[src/rtl/mem_arbiter.sv]
// Arbiter sharing one single-port memory between instruction fetch and data load/store.
// Define MEMARB_RR_EN for round-robin conflict resolution; default is data-priority with fetch starvation guard.
module mem_arbiter #(
  parameter int DATAWIDTH    = 32,
  parameter int ADDRWIDTH    = 32,
  parameter int STARVE_LIMIT = 4
) (
  input  logic                 clk_i,
  input  logic                 rst_i,
  input  logic                 if_req_i,
  input  logic [ADDRWIDTH-1:0] if_addr_i,
  output logic                 if_gnt_o,
  output logic                 if_rvalid_o,
  output logic [DATAWIDTH-1:0] if_rdata_o,
  input  logic                 dm_req_i,
  input  logic                 dm_we_i,
  input  logic [ADDRWIDTH-1:0] dm_addr_i,
  input  logic [DATAWIDTH-1:0] dm_wdata_i,
  output logic                 dm_gnt_o,
  output logic                 dm_rvalid_o,
  output logic [DATAWIDTH-1:0] dm_rdata_o,
  output logic                 mem_re_o,
  output logic                 mem_we_o,
  output logic [ADDRWIDTH-1:0] mem_addr_o,
  output logic [DATAWIDTH-1:0] mem_wdata_o,
  input  logic [DATAWIDTH-1:0] mem_rdata_i
);

  typedef enum logic [1:0] {OWN_NONE, OWN_IF, OWN_DM} owner_e;

  owner_e owner_q, owner_d;
  logic   if_win;

`ifdef MEMARB_RR_EN
  logic last_dm_q, last_dm_d;

  // The requester that was not granted last wins a conflict.
  assign if_win = last_dm_q;

  always_comb begin
    last_dm_d = last_dm_q;
    if (if_gnt_o)      last_dm_d = 1'b0;
    else if (dm_gnt_o) last_dm_d = 1'b1;
  end

  always_ff @(posedge clk_i or negedge rst_i) begin
    if (!rst_i) last_dm_q <= 1'b0;
    else        last_dm_q <= last_dm_d;
  end
`else
  logic [3:0] starve_q, starve_d;

  assign if_win = (starve_q == 4'(STARVE_LIMIT));

  // Count conflicts lost by fetch; any fetch grant clears the count.
  always_comb begin
    starve_d = starve_q;
    if (if_gnt_o)
      starve_d = '0;
    else if (if_req_i && dm_gnt_o && (starve_q != 4'(STARVE_LIMIT)))
      starve_d = starve_q + 4'd1;
  end

  always_ff @(posedge clk_i or negedge rst_i) begin
    if (!rst_i) starve_q <= '0;
    else        starve_q <= starve_d;
  end
`endif

  // Grants are gated by reset so every output reads 0 while reset is held.
  always_comb begin
    if_gnt_o    = rst_i & if_req_i & (~dm_req_i | if_win);
    dm_gnt_o    = rst_i & dm_req_i & (~if_req_i | ~if_win);
    mem_re_o    = if_gnt_o | (dm_gnt_o & ~dm_we_i);
    mem_we_o    = dm_gnt_o & dm_we_i;
    mem_addr_o  = '0;
    mem_wdata_o = '0;
    if (if_gnt_o) begin
      mem_addr_o = if_addr_i;
    end else if (dm_gnt_o) begin
      mem_addr_o  = dm_addr_i;
      mem_wdata_o = dm_wdata_i;
    end
  end

  always_comb begin
    owner_d = OWN_NONE;
    if (if_gnt_o)                 owner_d = OWN_IF;
    else if (dm_gnt_o && !dm_we_i) owner_d = OWN_DM;
  end

  always_ff @(posedge clk_i or negedge rst_i) begin
    if (!rst_i) owner_q <= OWN_NONE;
    else        owner_q <= owner_d;
  end

  assign if_rvalid_o = (owner_q == OWN_IF);
  assign dm_rvalid_o = (owner_q == OWN_DM);
  assign if_rdata_o  = if_rvalid_o ? mem_rdata_i : '0;
  assign dm_rdata_o  = dm_rvalid_o ? mem_rdata_i : '0;

endmodule
[config.mk]
export PLATFORM = sky130hd
export DESIGN_NAME = mem_arbiter
export DESIGN_NICKNAME = d
export VERILOG_FILES = /design/src/rtl/mem_arbiter.sv
export SDC_FILE = /design/constraint.sdc
export NUM_CORES = 1
export LEC_CHECK = 0
export ABC_AREA = 1
export CORE_AREA = 2 2 104 106
export CTS_CLUSTER_DIAMETER = 120
export CTS_CLUSTER_SIZE = 16
export DETAILED_ROUTE_END_ITERATION = 7
export DIE_AREA = 0 0 106 108
export PLACE_DENSITY = 0.62
export SKIP_CTS_REPAIR_TIMING = 1
export SLEW_MARGIN = 30
export SYNTH_ARGS = -nofsm -noshare
export SYNTH_HDL_FRONTEND = slang
export SYNTH_SLANG_ARGS = --single-unit
[constraint.sdc]
create_clock -name clk_i -period 1.2 [get_ports clk_i]
set_input_delay 0.12 -clock clk_i [delete_from_list [all_inputs] [get_ports clk_i]]
set_output_delay 0.12 -clock clk_i [all_outputs]
set_load 0.02 [all_outputs]
==> metrics.txt <==
status complete, but fails checks; failing checks setup timing; fillers ~960; most frequent cells in the layout clkdlybuf4s50_1, inv_1, buf_4; gr usage total between 10% and 20%; clk_skew approximately 2.3 ps; critical path peak fanout 6; number of global-route vias before repair ~2900; Die Span Y between 100 and 150 microns; post-synthesis cell count between 300 and 400; commonest non-fill, non-tap cell in the layout clkdlybuf4s50_1; largest net degree at the start of global routing 34; Setup-failing EPs final about 140; total iterations of the first detailed-routing run 4; clk sinks 6; post-placement cell count 729; Max Root-Sink Buffers 2; DIE AREA ~11000 sq um; Total Routed Length roughly 10000 microns; flops & latches, synth 6; Worst EP required 1080 ps; Compound-Gate Fraction of Synth Area a little over a tenth; number of max-cap violations 0; Congestion Overflow GR 0; Core Region 10230 sq um; power per cell area 507.3 nW/um^2; Tightest Pin Transition 266.4 ps; fin crit share 148.8%; die extent in x approximately 110 microns; Peak supply drop between 0.0002 and 0.0003 V; CTS root buf clkbuf_8; mux cell area share after synthesis 0%; Post-Synth Simple-Gate Area between 40% and 50%; hpwl dp about 8000 microns; first-pass GRT wire length between 10000 and 15000 microns; drt first-iter violations 93; Syn. warnings 0; layout net count 769; Post-Syn Area around 1700 sq um; Post-Layout Cell Count 768; Core Rows 37; Critical Path End Type primary output; H-tree levels 1; n_diodes 0; fmax between 0.5 and 0.6 GHz; Final ANT Viol Nets 0; antenna violations before repair 0; CTS tree done; Leak roughly 3 nW; final hold slack about 240 ps; unrepaired setup endpoints after global routing true; kind of critical path flip-flop to primary output; Core Util, Final a little under three fifths; Worst-Skew Late Latency ~220 ps; CP Launch Type flip-flop; register area share after synthesis about 8.9%; worst endpoint data arrival time between 1500 and 2000 ps; number of buffers created by CTS 3; share of cells above drive strength 1 48.73%; DR DRC count 0; starting density of the core between 15 and 20%; Final WS setup -585.4 ps; WL/cell about 13 microns; clock-pin slew on the worst setup and hold paths 40 ps; area occupied by registers 151.4 sq um; max-slew violation count 0; area growth from synthesis to layout 237.0%; Final Critical Period around 1800 ps; Hold Crit Class input pin to async pin; footprint of the multi-input gates about 1600 sq um; vias per cell 4.027; Placer Congestion ~0.77; Vias 3093; main combinational cell family by area after synthesis simple AND/OR/NAND/NOR gates; synthesized area per cell about 5.2 sq um; synth unique cells 20; IO buf count about 270; Synth Area in Adders roughly 1.5%; Syn Nets roughly 460; relative slew slack between 80% and 90%; I/O Pins approximately 270; XOR/XNOR Fraction of Synth Area 0%; Final Hold Viols 0
## power by group
| part | leakage (nW) | total, mW | switching (mW) | internal, mW |
|---|---|---|---|---|
| registers | 0.0791 | 0.256 | 0.0261 | 0.230 |
| logic | 2.88 | 2.33 | 1.09 | 1.24 |
| clock network | 0.0216 | 0.296 | 0.0812 | 0.215 |
| total | 2.98 | 2.88 | 1.20 | 1.68 |
## cells by family (layout without fill, tap and decap cells)
kind of cell | Yosys count | in the layout
fa+ha+maj | 2 | 2
buf+inv | 129 | 437
simple gates | 151 | 151
compound gates | 36 | 36
flops | 6 | 6
## through the flow
step / worst slack, ps / TNS, ps / power [mW] / cell area [sq um]
after detailed placement: -792.2 / -73370 / 2.312 / 5150
final: -585.4 / -46960 / 2.877 / 5672
after floorplan: -123.8 / -6760 / 1.255 / 2247
after global routing: -652.0 / -54950 / 3.047 / 5672
after CTS: -988.1 / -102110 / 2.624 / 5191
after global placement: -781.1 / -71810 / 2.292 / 5150
## Yosys cell counts (all sizes together)
library cell / instances / area (sq um)
clkbuf: 7 / 27.52
nand4: 3 / 18.77
nand2: 11 / 46.29
o21ai: 35 / 175.2
nand3: 35 / 175.2
inv: 108 / 405.4
clkinv: 1 / 3.750
buf: 13 / 125.1
a21oi: 1 / 5.000
ha: 2 / 25.02
dfrtp: 6 / 150.1
nor2: 102 / 525.5
## worst max-delay path, cell delays in order, from the launching register on
cell     delay (ps)
dfrtp_1         340
inv_2            60
ha_4            150
nand4_1         100
nand2_4         120
buf_12          160
buf_6           120
buf_6           120
o21ai_4         140
buf_6           130
## per-layer routing
metal	part of all wire, %	up-vias	track usage [%]
met5	0	-	0
met4	0.88	0	1.880
met1	35	1411	15.88
met3	6.8	8	3.436
met2	57	130	29.63
li1	-	1544	-
## cell type report
class | count | area share, %
timing repair buffer | 325 | 58.53
inverter | 109 | 7.434
tap | 136 | 3.000
clock buffer | 3 | 0.7280
multi-input combinational | 189 | 27.64
sequential | 6 | 2.669
## registers in the layout, indices dropped and copies added, names as in the netlist
register  flops
starve_q      4
owner_q       2
## path summary, 6_finish.rpt
path	endpoint	slack, ps	cells past startpoint	startpoint
max	mem_addr_o[5]	-590	9	starve_q[1]
min reg2reg	starve_q[3]	560	2	starve_q[3]
min	starve_q[3]	240	2	rst_i
max in group asynchronous	owner_q[0]	830	2	rst_i
max reg2reg	starve_q[2]	-260	11	starve_q[1]
min in group clk_i	owner_q[1]	550	2	dm_we_i
Note: power is estimated with default switching activity, not from simulation.
